### src/rtl/fsmc_dds_pkg.sv
// Shared constants, register map, FSM encoding and register payloads for the FSMC DDS register block.
package fsmc_dds_pkg;

    localparam int unsigned DATA_W   = 16;
    localparam int unsigned FTW_W    = 32;
    localparam int unsigned WAVE_W   = 2;
    localparam int unsigned REGION_W = 4;
    localparam int unsigned OFFSET_W = 4;
    localparam int unsigned CTRL_W   = 15;

    localparam logic [REGION_W-1:0] BASE_REGION_DEFAULT = 4'b1010;

    localparam logic [OFFSET_W-1:0] OFF_FTW_LO = 4'd0;
    localparam logic [OFFSET_W-1:0] OFF_FTW_HI = 4'd1;
    localparam logic [OFFSET_W-1:0] OFF_PHASE  = 4'd2;
    localparam logic [OFFSET_W-1:0] OFF_AMPL   = 4'd3;
    localparam logic [OFFSET_W-1:0] OFF_CTRL   = 4'd4;
    localparam logic [OFFSET_W-1:0] OFF_STATUS = 4'd5;
    localparam logic [OFFSET_W-1:0] OFF_ID     = 4'd7;

    localparam logic [DATA_W-1:0] ID_VALUE        = 16'hDD50;
    localparam int unsigned       CTRL_COMMIT_BIT = 15;

    typedef enum logic [2:0] {
        ST_IDLE  = 3'd0,
        ST_ADDR  = 3'd1,
        ST_HOLD  = 3'd2,
        ST_WRITE = 3'd3,
        ST_READ  = 3'd4,
        ST_WAIT  = 3'd5
    } fsm_state_e;

    // Host-visible staging copy; ctrl keeps CTRL[14:0], bit 15 is the commit strobe.
    typedef struct packed {
        logic [FTW_W-1:0]  ftw;
        logic [DATA_W-1:0] phase;
        logic [DATA_W-1:0] ampl;
        logic [CTRL_W-1:0] ctrl;
    } dds_shadow_t;

    // Values presented to the DDS core.
    typedef struct packed {
        logic [FTW_W-1:0]  ftw;
        logic [DATA_W-1:0] phase;
        logic [DATA_W-1:0] ampl;
        logic [WAVE_W-1:0] wave;
    } dds_active_t;

endpackage

### src/rtl/fsmc_dds_regs_if.sv
// FSMC multiplexed-bus signals between the host (master) and the register block (slave).
interface fsmc_dds_regs_if;
    import fsmc_dds_pkg::*;

    logic              NE1;
    logic              NADV;
    logic              NWE;
    logic              NOE;
    logic [DATA_W-1:0] AD_IN;
    logic              A16;
    logic              A17;
    logic              A18;
    logic [DATA_W-1:0] AD_OUT;
    logic              AD_OE;

    modport master (
        output NE1, NADV, NWE, NOE, AD_IN, A16, A17, A18,
        input  AD_OUT, AD_OE
    );

    modport slave (
        input  NE1, NADV, NWE, NOE, AD_IN, A16, A17, A18,
        output AD_OUT, AD_OE
    );

endinterface

### src/rtl/fsmc_sync.sv
// Multi-flop synchronizer for one asynchronous FSMC strobe, with rise/fall detection.
// Flops reset to 1 so an idle (high) bus produces no edge on reset release.
module fsmc_sync #(
    parameter int unsigned STAGES = 2
) (
    input  logic clk,
    input  logic rst,
    input  logic d,
    output logic level,
    output logic rise_c,
    output logic fall_c
);

    logic [STAGES-1:0] sync_q, sync_d;
    logic              prev_q, prev_d;

    // Shift the input through the chain and keep the last synchronized value.
    always_comb begin
        sync_d = {sync_q[STAGES-2:0], d};
        prev_d = sync_q[STAGES-1];
    end

    // Synchronizer and edge-history registers.
    always_ff @(posedge clk) begin
        if (rst) begin
            sync_q <= '1;
            prev_q <= 1'b1;
        end else begin
            sync_q <= sync_d;
            prev_q <= prev_d;
        end
    end

    assign level  = sync_q[STAGES-1];
    assign rise_c = level & ~prev_q;
    assign fall_c = ~level & prev_q;

endmodule

### src/rtl/fsmc_dds_regs.sv
// FSMC slave holding DDS shadow/active registers with commit-on-CTRL[15].
// Optional readback path enabled by defining FSMC_DDS_READBACK_EN.
module fsmc_dds_regs
    import fsmc_dds_pkg::*;
#(
    parameter int unsigned          SYNC_STAGES = 2,
    parameter logic [REGION_W-1:0]  BASE_REGION = BASE_REGION_DEFAULT
) (
    input  logic                CLK,
    input  logic                RST,
    fsmc_dds_regs_if.slave      bus,
    output logic [FTW_W-1:0]    FTW,
    output logic [DATA_W-1:0]   PHASE,
    output logic [DATA_W-1:0]   AMPL,
    output logic [WAVE_W-1:0]   WAVE_SEL,
    output logic                UPDATE
);

    localparam int unsigned SETTLE_W = 2;

    logic ne1_s, ne1_rise, ne1_fall;
    logic nadv_s, nadv_rise, nadv_fall;
    logic nwe_s, nwe_rise, nwe_fall;

    fsmc_sync #(.STAGES(SYNC_STAGES)) u_sync_ne1 (
        .clk(CLK), .rst(RST), .d(bus.NE1), .level(ne1_s), .rise_c(ne1_rise), .fall_c(ne1_fall)
    );
    fsmc_sync #(.STAGES(SYNC_STAGES)) u_sync_nadv (
        .clk(CLK), .rst(RST), .d(bus.NADV), .level(nadv_s), .rise_c(nadv_rise), .fall_c(nadv_fall)
    );
    fsmc_sync #(.STAGES(SYNC_STAGES)) u_sync_nwe (
        .clk(CLK), .rst(RST), .d(bus.NWE), .level(nwe_s), .rise_c(nwe_rise), .fall_c(nwe_fall)
    );

    fsm_state_e            state_q, state_d;
    logic                  armed_q, armed_d;
    logic [SETTLE_W-1:0]   settle_q, settle_d;
    logic [REGION_W-1:0]   region_q, region_d;
    logic [OFFSET_W-1:0]   offset_q, offset_d;
    logic [DATA_W-1:0]     wdata_q, wdata_d;
    dds_shadow_t           shadow_q, shadow_d;
    dds_active_t           active_q, active_d;
    logic [DATA_W-1:0]     status_q, status_d;
    logic                  update_q, update_d;
    logic                  settled_c;
    logic                  hit_c;

`ifdef FSMC_DDS_READBACK_EN
    logic noe_s, noe_rise, noe_fall;

    fsmc_sync #(.STAGES(SYNC_STAGES)) u_sync_noe (
        .clk(CLK), .rst(RST), .d(bus.NOE), .level(noe_s), .rise_c(noe_rise), .fall_c(noe_fall)
    );
`endif

    assign settled_c = (settle_q == SETTLE_W'(SYNC_STAGES));
    assign hit_c     = (region_q == BASE_REGION);

    // Bus FSM, address/data capture, shadow writes and commit to the active set.
    always_comb begin
        state_d  = state_q;
        armed_d  = armed_q;
        settle_d = settle_q;
        region_d = region_q;
        offset_d = offset_q;
        wdata_d  = wdata_q;
        shadow_d = shadow_q;
        active_d = active_q;
        status_d = status_q;
        update_d = 1'b0;

        // After reset, wait for the synchronizers to reflect the pins, then
        // only accept a new transaction once the bus has been seen deselected.
        if (!settled_c) begin
            settle_d = settle_q + SETTLE_W'(1);
        end
        armed_d = armed_q | ne1_rise | (settled_c & ne1_s);

        case (state_q)
            ST_IDLE: begin
                if (armed_q && nadv_fall && !ne1_s) begin
                    state_d = ST_ADDR;
                end
            end
            ST_ADDR: begin
                if (nadv_rise) begin
                    state_d  = ST_HOLD;
                    region_d = {bus.A18, bus.A17, bus.A16, bus.AD_IN[DATA_W-1]};
                    offset_d = bus.AD_IN[OFFSET_W-1:0];
                end
            end
            ST_HOLD: begin
                if (nwe_rise) begin
                    state_d = ST_WRITE;
                    wdata_d = bus.AD_IN;
                end
`ifdef FSMC_DDS_READBACK_EN
                else if (noe_fall) begin
                    state_d = ST_READ;
                end
`endif
            end
            ST_WRITE: begin
                state_d = ST_WAIT;
                if (hit_c) begin
                    case (offset_q)
                        OFF_FTW_LO: shadow_d.ftw[DATA_W-1:0]     = wdata_q;
                        OFF_FTW_HI: shadow_d.ftw[FTW_W-1:DATA_W] = wdata_q;
                        OFF_PHASE:  shadow_d.phase               = wdata_q;
                        OFF_AMPL:   shadow_d.ampl                = wdata_q;
                        OFF_CTRL: begin
                            shadow_d.ctrl = wdata_q[CTRL_W-1:0];
                            if (wdata_q[CTRL_COMMIT_BIT]) begin
                                active_d.ftw   = shadow_q.ftw;
                                active_d.phase = shadow_q.phase;
                                active_d.ampl  = shadow_q.ampl;
                                active_d.wave  = wdata_q[WAVE_W-1:0];
                                update_d       = 1'b1;
                                status_d       = status_q + 16'd1;
                            end
                        end
                        default: ;
                    endcase
                end
            end
`ifdef FSMC_DDS_READBACK_EN
            ST_READ: begin
                if (noe_rise) begin
                    state_d = ST_WAIT;
                end
            end
`endif
            ST_WAIT: ;
            default: state_d = ST_IDLE;
        endcase

        if (ne1_rise) begin
            state_d = ST_IDLE;
        end
    end

    // Control, shadow, active and status registers.
    always_ff @(posedge CLK) begin
        if (RST) begin
            state_q  <= ST_IDLE;
            armed_q  <= 1'b0;
            settle_q <= '0;
            region_q <= '0;
            offset_q <= '0;
            wdata_q  <= '0;
            shadow_q <= '0;
            active_q <= '0;
            status_q <= '0;
            update_q <= 1'b0;
        end else begin
            state_q  <= state_d;
            armed_q  <= armed_d;
            settle_q <= settle_d;
            region_q <= region_d;
            offset_q <= offset_d;
            wdata_q  <= wdata_d;
            shadow_q <= shadow_d;
            active_q <= active_d;
            status_q <= status_d;
            update_q <= update_d;
        end
    end

    assign FTW      = active_q.ftw;
    assign PHASE    = active_q.phase;
    assign AMPL     = active_q.ampl;
    assign WAVE_SEL = active_q.wave;
    assign UPDATE   = update_q;

`ifdef FSMC_DDS_READBACK_EN
    logic [DATA_W-1:0] rdata_c;
    logic [DATA_W-1:0] ad_out_q, ad_out_d;
    logic              ad_oe_q, ad_oe_d;
    logic              unused_c;

    // Readback mux; CTRL commit bit always reads as zero.
    always_comb begin
        rdata_c = '0;
        case (offset_q)
            OFF_FTW_LO: rdata_c = shadow_q.ftw[DATA_W-1:0];
            OFF_FTW_HI: rdata_c = shadow_q.ftw[FTW_W-1:DATA_W];
            OFF_PHASE:  rdata_c = shadow_q.phase;
            OFF_AMPL:   rdata_c = shadow_q.ampl;
            OFF_CTRL:   rdata_c = {1'b0, shadow_q.ctrl};
            OFF_STATUS: rdata_c = status_q;
            OFF_ID:     rdata_c = ID_VALUE;
            default:    rdata_c = '0;
        endcase
    end

    // Drive enable follows READ on a hit; data lands one cycle after entering READ.
    always_comb begin
        ad_oe_d  = (state_d == ST_READ) && hit_c;
        ad_out_d = ((state_q == ST_READ) && (state_d == ST_READ) && hit_c) ? rdata_c : '0;
    end

    // Registered bus outputs.
    always_ff @(posedge CLK) begin
        if (RST) begin
            ad_oe_q  <= 1'b0;
            ad_out_q <= '0;
        end else begin
            ad_oe_q  <= ad_oe_d;
            ad_out_q <= ad_out_d;
        end
    end

    assign bus.AD_OE  = ad_oe_q;
    assign bus.AD_OUT = ad_out_q;
    assign unused_c   = ^{ne1_fall, nadv_s, nwe_s, nwe_fall, noe_s};
`else
    logic unused_c;

    assign bus.AD_OE  = 1'b0;
    assign bus.AD_OUT = '0;
    assign unused_c   = ^{ne1_fall, nadv_s, nwe_s, nwe_fall, bus.NOE, status_q,
                          shadow_q.ctrl[CTRL_W-1:WAVE_W]};
`endif

endmodule

### src/flat_wrapper.sv
// flat-port wrapper written by rule: the top's interface ports become plain ports
module fsmc_dds_regs_flat import fsmc_dds_pkg::*;
#(
    parameter int unsigned          SYNC_STAGES = 2,
    parameter logic [REGION_W-1:0]  BASE_REGION = BASE_REGION_DEFAULT
)
  (CLK, RST, FTW, PHASE, AMPL, WAVE_SEL, UPDATE, bus_NE1, bus_NADV, bus_NWE, bus_NOE, bus_AD_IN, bus_A16, bus_A17, bus_A18, bus_AD_OUT, bus_AD_OE);
  fsmc_dds_regs_if bus_i ();
  input  logic CLK;
  input  logic RST;
  output logic [FTW_W-1:0] FTW;
  output logic [DATA_W-1:0] PHASE;
  output logic [DATA_W-1:0] AMPL;
  output logic [WAVE_W-1:0] WAVE_SEL;
  output logic UPDATE;
  input wire logic [$bits(bus_i.NE1)-1:0] bus_NE1;
  input wire logic [$bits(bus_i.NADV)-1:0] bus_NADV;
  input wire logic [$bits(bus_i.NWE)-1:0] bus_NWE;
  input wire logic [$bits(bus_i.NOE)-1:0] bus_NOE;
  input wire logic [$bits(bus_i.AD_IN)-1:0] bus_AD_IN;
  input wire logic [$bits(bus_i.A16)-1:0] bus_A16;
  input wire logic [$bits(bus_i.A17)-1:0] bus_A17;
  input wire logic [$bits(bus_i.A18)-1:0] bus_A18;
  output wire logic [$bits(bus_i.AD_OUT)-1:0] bus_AD_OUT;
  output wire logic [$bits(bus_i.AD_OE)-1:0] bus_AD_OE;
  assign bus_i.NE1 = bus_NE1;
  assign bus_i.NADV = bus_NADV;
  assign bus_i.NWE = bus_NWE;
  assign bus_i.NOE = bus_NOE;
  assign bus_i.AD_IN = bus_AD_IN;
  assign bus_i.A16 = bus_A16;
  assign bus_i.A17 = bus_A17;
  assign bus_i.A18 = bus_A18;
  assign bus_AD_OUT = bus_i.AD_OUT;
  assign bus_AD_OE = bus_i.AD_OE;
  fsmc_dds_regs #(.SYNC_STAGES(SYNC_STAGES), .BASE_REGION(BASE_REGION)) u_core (.CLK(CLK), .RST(RST), .bus(bus_i), .FTW(FTW), .PHASE(PHASE), .AMPL(AMPL), .WAVE_SEL(WAVE_SEL), .UPDATE(UPDATE));
endmodule
### config.mk
export PLATFORM = sky130hd
export DESIGN_NAME = fsmc_dds_regs_flat
export DESIGN_NICKNAME = d
export VERILOG_FILES = /design/src/rtl/fsmc_dds_pkg.sv /design/src/rtl/fsmc_dds_regs_if.sv /design/src/rtl/fsmc_sync.sv /design/src/rtl/fsmc_dds_regs.sv /design/src/flat_wrapper.sv
export SDC_FILE = /design/constraint.sdc
export NUM_CORES = 1
export LEC_CHECK = 0
export CAP_MARGIN = 20
export CORE_MARGIN = 2
export CORE_UTILIZATION = 45
export CTS_CLUSTER_DIAMETER = 120
export DETAILED_ROUTE_END_ITERATION = 10
export GPL_TIMING_DRIVEN = 0
export MAX_ROUTING_LAYER = met4
export PLACE_DENSITY = 0.71
export SYNTH_ARGS = -nofsm -noshare
export SYNTH_HDL_FRONTEND = slang
export SYNTH_SLANG_ARGS = --single-unit
### constraint.sdc
create_clock -name CLK -period 1.9 [get_ports CLK]
set_input_delay 0.285 -clock CLK [delete_from_list [all_inputs] [get_ports CLK]]
set_output_delay 0.285 -clock CLK [all_outputs]
set_load 0.02 [all_outputs]
### Word level (Yosys, flattened, before mapping)

Index checks and enable logic that the tools add are counted.

* reductions and logical operators: 15
* equal/unequal tests: 13
* add/subtract/negate cells: 1
* muxes and demuxes: 5
* bitwise operators: 15

Operators with widths (count)
* case mux 3 bit (5 select lines): 1
* AND reduction 3 bit: 4
* 2-to-1 mux 3 bit: 3
* equality test 4 x 2 -> 1 bit, second input constant: 2
* NOT 1 bit: 8
* AND reduction 4 bit: 2
* equality test 3 x 2 -> 1 bit, second input constant: 2
* != test 2 x 1 -> 1 bit, second input constant: 3
* AND 1 bit: 5
* equality test 4 x 1 -> 1 bit, second input constant: 1
* equality test 4 x 3 -> 1 bit, second input constant: 1
* equality test 4 bit, second input constant: 1
* logical NOT 4 bit: 1
* AND reduction 2 bit: 2
* OR reduction 4 bit: 1
* equality test 3 x 1 -> 1 bit, second input constant: 1
* equality test 3 bit, second input constant: 1
* logical NOT 3 bit: 1
* adder 2 x 1 -> 2 bit, second input constant: 1
* equality test 2 bit, second input constant: 1
* logical AND 1 bit: 2
* OR 1 bit: 2
* OR reduction 2 bit: 1
* logical NOT 1 bit: 1
* 2-to-1 mux 1 bit: 1

* bits in registers: 170
* logic and storage cells: 70
* output and inout port bits: 84

### Depth between registers and ports, before layout

* depth in word-level cells: 6
* gate-level depth with buffers: 6

### By module

Synthesis repeated with hierarchy kept, for this count alone.

* cells, all modules: 619
* area total of the unflattened synthesis: 6676.4 um^2

By module, submodules not included
* fsmc_dds_regs: area an instance 6398.6 um^2, cells each 595, times used 1, sequential area each 3223.1 um^2
* fsmc_sync: area an instance 92.6 um^2, cells each 8, times used 3, sequential area each 60.1 um^2

### Worst setup path before layout

Ideal clock, no wire load.

* path type: register to register
* start point: register u_core.state_q[2]
* end point: register u_core.shadow_q[68] (netlist name)
* setup time: 0.121 ns
* path slack: 0.294 ns
* clock period less this slack: 1.606 ns
* data required time: 1.779 ns
* arrival: 1.486 ns
* stages on the path, launching flop included: 7
* buffers on the path: 3
* cells stage by stage: dfxtp_1 -> buf_6 -> nand4bb_4 -> or4_4 -> buf_6 -> buf_12 -> mux2i_1

* word-level cells in the longest chain between the ends: 2

Ends and longest elaborated chain
* start, declared: line fsmc_dds_regs.sv:35 `fsm_state_e state_q, state_d;`
* start signal, assigned: line fsmc_dds_regs.sv:156 `state_q <= state_d;`
* equality test 3 x 2 -> 1 bit: line fsmc_dds_regs.sv:79 `case (state_q)`
* AND reduction 3 bit (no line)
* end signal, assigned: line fsmc_dds_regs.sv:162 `shadow_q <= shadow_d;`
* end, declared: line fsmc_dds_regs.sv:41 `dds_shadow_t shadow_q, shadow_d;`

Every way passes these cells.
A chain may end at the register's enable or synchronous reset.

### Final worst setup path

* start point: register u_core.state_q[0]
* end point: register u_core.active_q (netlist bit u_core.AMPL[2])

* word-level cells in the longest chain between the ends: 2

Ends and longest elaborated chain
* equality test 3 x 2 -> 1 bit: line fsmc_dds_regs.sv:79
* AND reduction 4 bit (no line)
* end signal, assigned: line fsmc_dds_regs.sv:163 `active_q <= active_d;`
* end, declared: line fsmc_dds_regs.sv:42 `dds_active_t active_q, active_d;`

Every way passes these cells.

==> qor.csv <==
stage;metric;value;unit
synthesis;yosys_warnings;0;
global_route;track_usage;0.201;
synthesis;syn_inst;633;
timing;fin_skew;0.00684;ns
timing;setup_viol;0;
die;start_util;0.464;
worst_setup_path;cp.required;2.25;ns
clock_tree;cts_root_buf;clkbuf_16;
synthesis;synth_seq_cells;170;
finish;layout-drive-gt1-share;0.108;
timing;setup_ws;0.0803;ns
finish;mostFrequentLayoutCell;dfxtp_1;
finish;register_area;3400;sq um
route;drtIter0Drc;211;
die;fp-row-count;44;
die;core_area;14600;sq um
place;gp_congestion;0.786;
power;power;7.35;mW
synthesis;synthTopCellsByArea;dfxtp_1 (50%), mux2i_1 (19%), nand2b_1 (14%);
finish;fin_nets;788;
die;dieArea;16000;sq um
die;dieHeight;127;microns
clock_tree;cts_hold_buffers;0;
worst_setup_path;cp_max_fo;10;
power;p_leak;3.72;nW
die;ioPinCount;109;
synthesis;synthesis.area;6770;sq um
job;drv_cap;0;
timing;layout_min_cycle_time;1.82;ns
global_route;grt_pass1_wl;24.5;mm
power;vdd_ir_drop_max;606;uV
timing;period_share;0.958;
finish;layout_common_cells;dfxtp_1 (170), nand2b_1 (148), mux2i_1 (130);
timing;rsz0062_at_grt;false;
clock_tree;clock_latency;0.42;ns
global_route;grt_pass1_vias;4804;
finish;antennaDiodeCount;0;
timing;worstMarginPinSlew;0.580;ns
clock_tree;clock-sinks;170;
worst_hold_path;min_path_type;reg2reg;
worst_setup_path;crit_type;reg2reg;
timing;fmax;0.550;GHz
synthesis;yosysSeqAreaShare;0.503;
finish;fin_area;8570;sq um
timing;max_slew_margin;0.613;
route;vias;4765;
place;pre_cts_ws;-0.127;ns
power;p_per_area;857;nW/um^2
route;ant_nets;0;
clock_tree;clk_pin_slew;0.06;ns
route;vias_per_cell;4.98;
timing;drv_slew;0;
finish;area_delta_synth_final;26.6;%
clock_tree;clockBufferDepth;2;
worst_setup_path;crit_arrival;2.17;ns
place;postPlaceCellArea;7950;sq um
finish;nFillCells;1240;
timing;setup-tns-final;0;ns
finish;fin_util;0.587;
timing;hold_violations;0;
synthesis;synth_largest_area_cell;dfxtp_1;
finish;multi_input_area;3070;sq um
global_route;grt_overflow;0;
place;hpwlAfterDp;11.1;mm
worst_setup_path;start_kind;flop;
route;wirelength;15.1;mm
route;drt_pass1_iterations;4;
synthesis;yosysUniqueCellTypes;38;
clock_tree;cts_tree;yes;
synthesis;synth.avg_cell_area;10.7;sq um
clock_tree;h-tree-depth;4;
global_route;antenna_found_initial;0;
place;io_buffer_count;89;
route;drc;0;
synthesis;synth_top_cell_area_share;0.503;
worst_setup_path;endpoint_kind;flop;
clock_tree;cts_buffers;17;
global_route;grt_max_degree;17;
route;wl_per_cell;15.8;microns
outcome;status;finished clean;
die;dieWidth;127;microns
==> cells by family (layout without fill, tap and decap cells) <==
kind of cell,count (synthesis),after routing,synth area share
muxes,130,130,0.192
AOI/OAI and AO/OA,56,56,0.0434
adders and majority gates,1,1,0.00185
other,1,17,0.000554
buffers and inverters,65,188,0.0536
xor gates and xnor gates,2,2,0.00259
DFF,170,170,0.503
and+or+nand+nor,208,208,0.203
==> layer usage <==
| metal | track usage | up-vias | part of all wire |
|---|---|---|---|
| met5 | - | - | 0 |
| met4 | 0.0743 | 0 | 0.022 |
| met3 | 0.0422 | 25 | 0.034 |
| met2 | 0.327 | 97 | 0.49 |
| met1 | 0.246 | 2278 | 0.46 |
| li1 | - | 2365 | - |
==> critical path: stages, from the launching register on <==
cell,delay [ns]
dfxtp_1,0.30
buf_4,0.17
and4bb_2,0.27
nand4_1,0.18
buf_4,0.24
buf_2,0.33
mux2i_1,0.24
==> metrics by stage <==
step | instances | hold WS [ns]
3_5_place_dp | 922 | 0.396
2_1_floorplan | 649 | 0.389
6_report | 956 | 0.407
4_1_cts | 952 | 0.408
5_1_grt | 956 | 0.410
3_3_place_gp | 922 | 0.396
==> registers in the layout, indices dropped and copies added (netlist names) <==
register,count
u_core.AMPL,16
u_core.FTW,32
u_core.PHASE,16
u_core.UPDATE,1
u_core.WAVE_SEL,2
u_core.armed_q,1
u_core.offset_q,4
u_core.region_q,4
u_core.settle_q,2
u_core.shadow_q,64
u_core.state_q,3
u_core.u_sync_nadv.prev_q,1
u_core.u_sync_nadv.sync_q,2
u_core.u_sync_ne1.prev_q,1
u_core.u_sync_ne1.sync_q,2
u_core.u_sync_nwe.prev_q,1
u_core.u_sync_nwe.sync_q,2
u_core.wdata_q,16
==> cell usage after synthesis (all sizes together) <==
| library cell | n |
|---|---|
| dfxtp | 170 |
| nand2b | 148 |
| mux2i | 130 |
| buf | 33 |
| clkbuf | 28 |
| a21oi | 27 |
| o21ai | 25 |
| nand3 | 17 |
| or2 | 9 |
| nand3b | 8 |
| nor2 | 7 |
| inv | 4 |
| and4bb | 3 |
| nand2 | 3 |
| nand4bb | 3 |
| nor3b | 2 |
| or4 | 2 |
| xor2 | 2 |
| a2111oi | 1 |
| a21boi | 1 |
| a21o | 1 |
| and2 | 1 |
| conb | 1 |
| ha | 1 |
| nand4 | 1 |
| nand4b | 1 |
| nor2b | 1 |
| nor4 | 1 |
| o21ba | 1 |
| or3b | 1 |
==> worst paths after layout <==
kind	startpoint	endpoint	slack, ns	cells after the start
hold reg to reg	u_core.u_sync_nadv.sync_q[0]	u_core.u_sync_nadv.sync_q[1]	0.41	1
hold / removal	u_core.u_sync_nadv.sync_q[0]	u_core.u_sync_nadv.sync_q[1]	0.41	1
setup reg to reg	u_core.state_q[0]	u_core.AMPL[2]	0.08	6
setup / recovery	u_core.state_q[0]	u_core.AMPL[2]	0.08	6
==> layout make-up <==
cell class	count	area share
buffer	61	0.0409
inverter	4	0.00175
timing repair buffer	94	0.108
clock buffer	21	0.0526
tap	184	0.0269
clock inverter	8	0.0143
multi-input combinational	414	0.358
sequential	170	0.397
==> power by group <==
group | total (mW) | switching, mW | leakage [nW] | internal (mW)
Sequential | 3.62 | 0.0209 | 1.37 | 3.60
Clock | 3.41 | 1.33 | 0.283 | 2.08
Combinational | 0.319 | 0.157 | 2.06 | 0.162
Total | 7.35 | 1.51 | 3.72 | 5.84
==> timing repair <==
item                                    in CTS  in global routing
pin swaps                                    1                  1
buffers inserted                             1                  4
gates resized for setup                      0                  2
endpoints found under the setup margin      30                 19
Power figures use the tool's default switching activity.
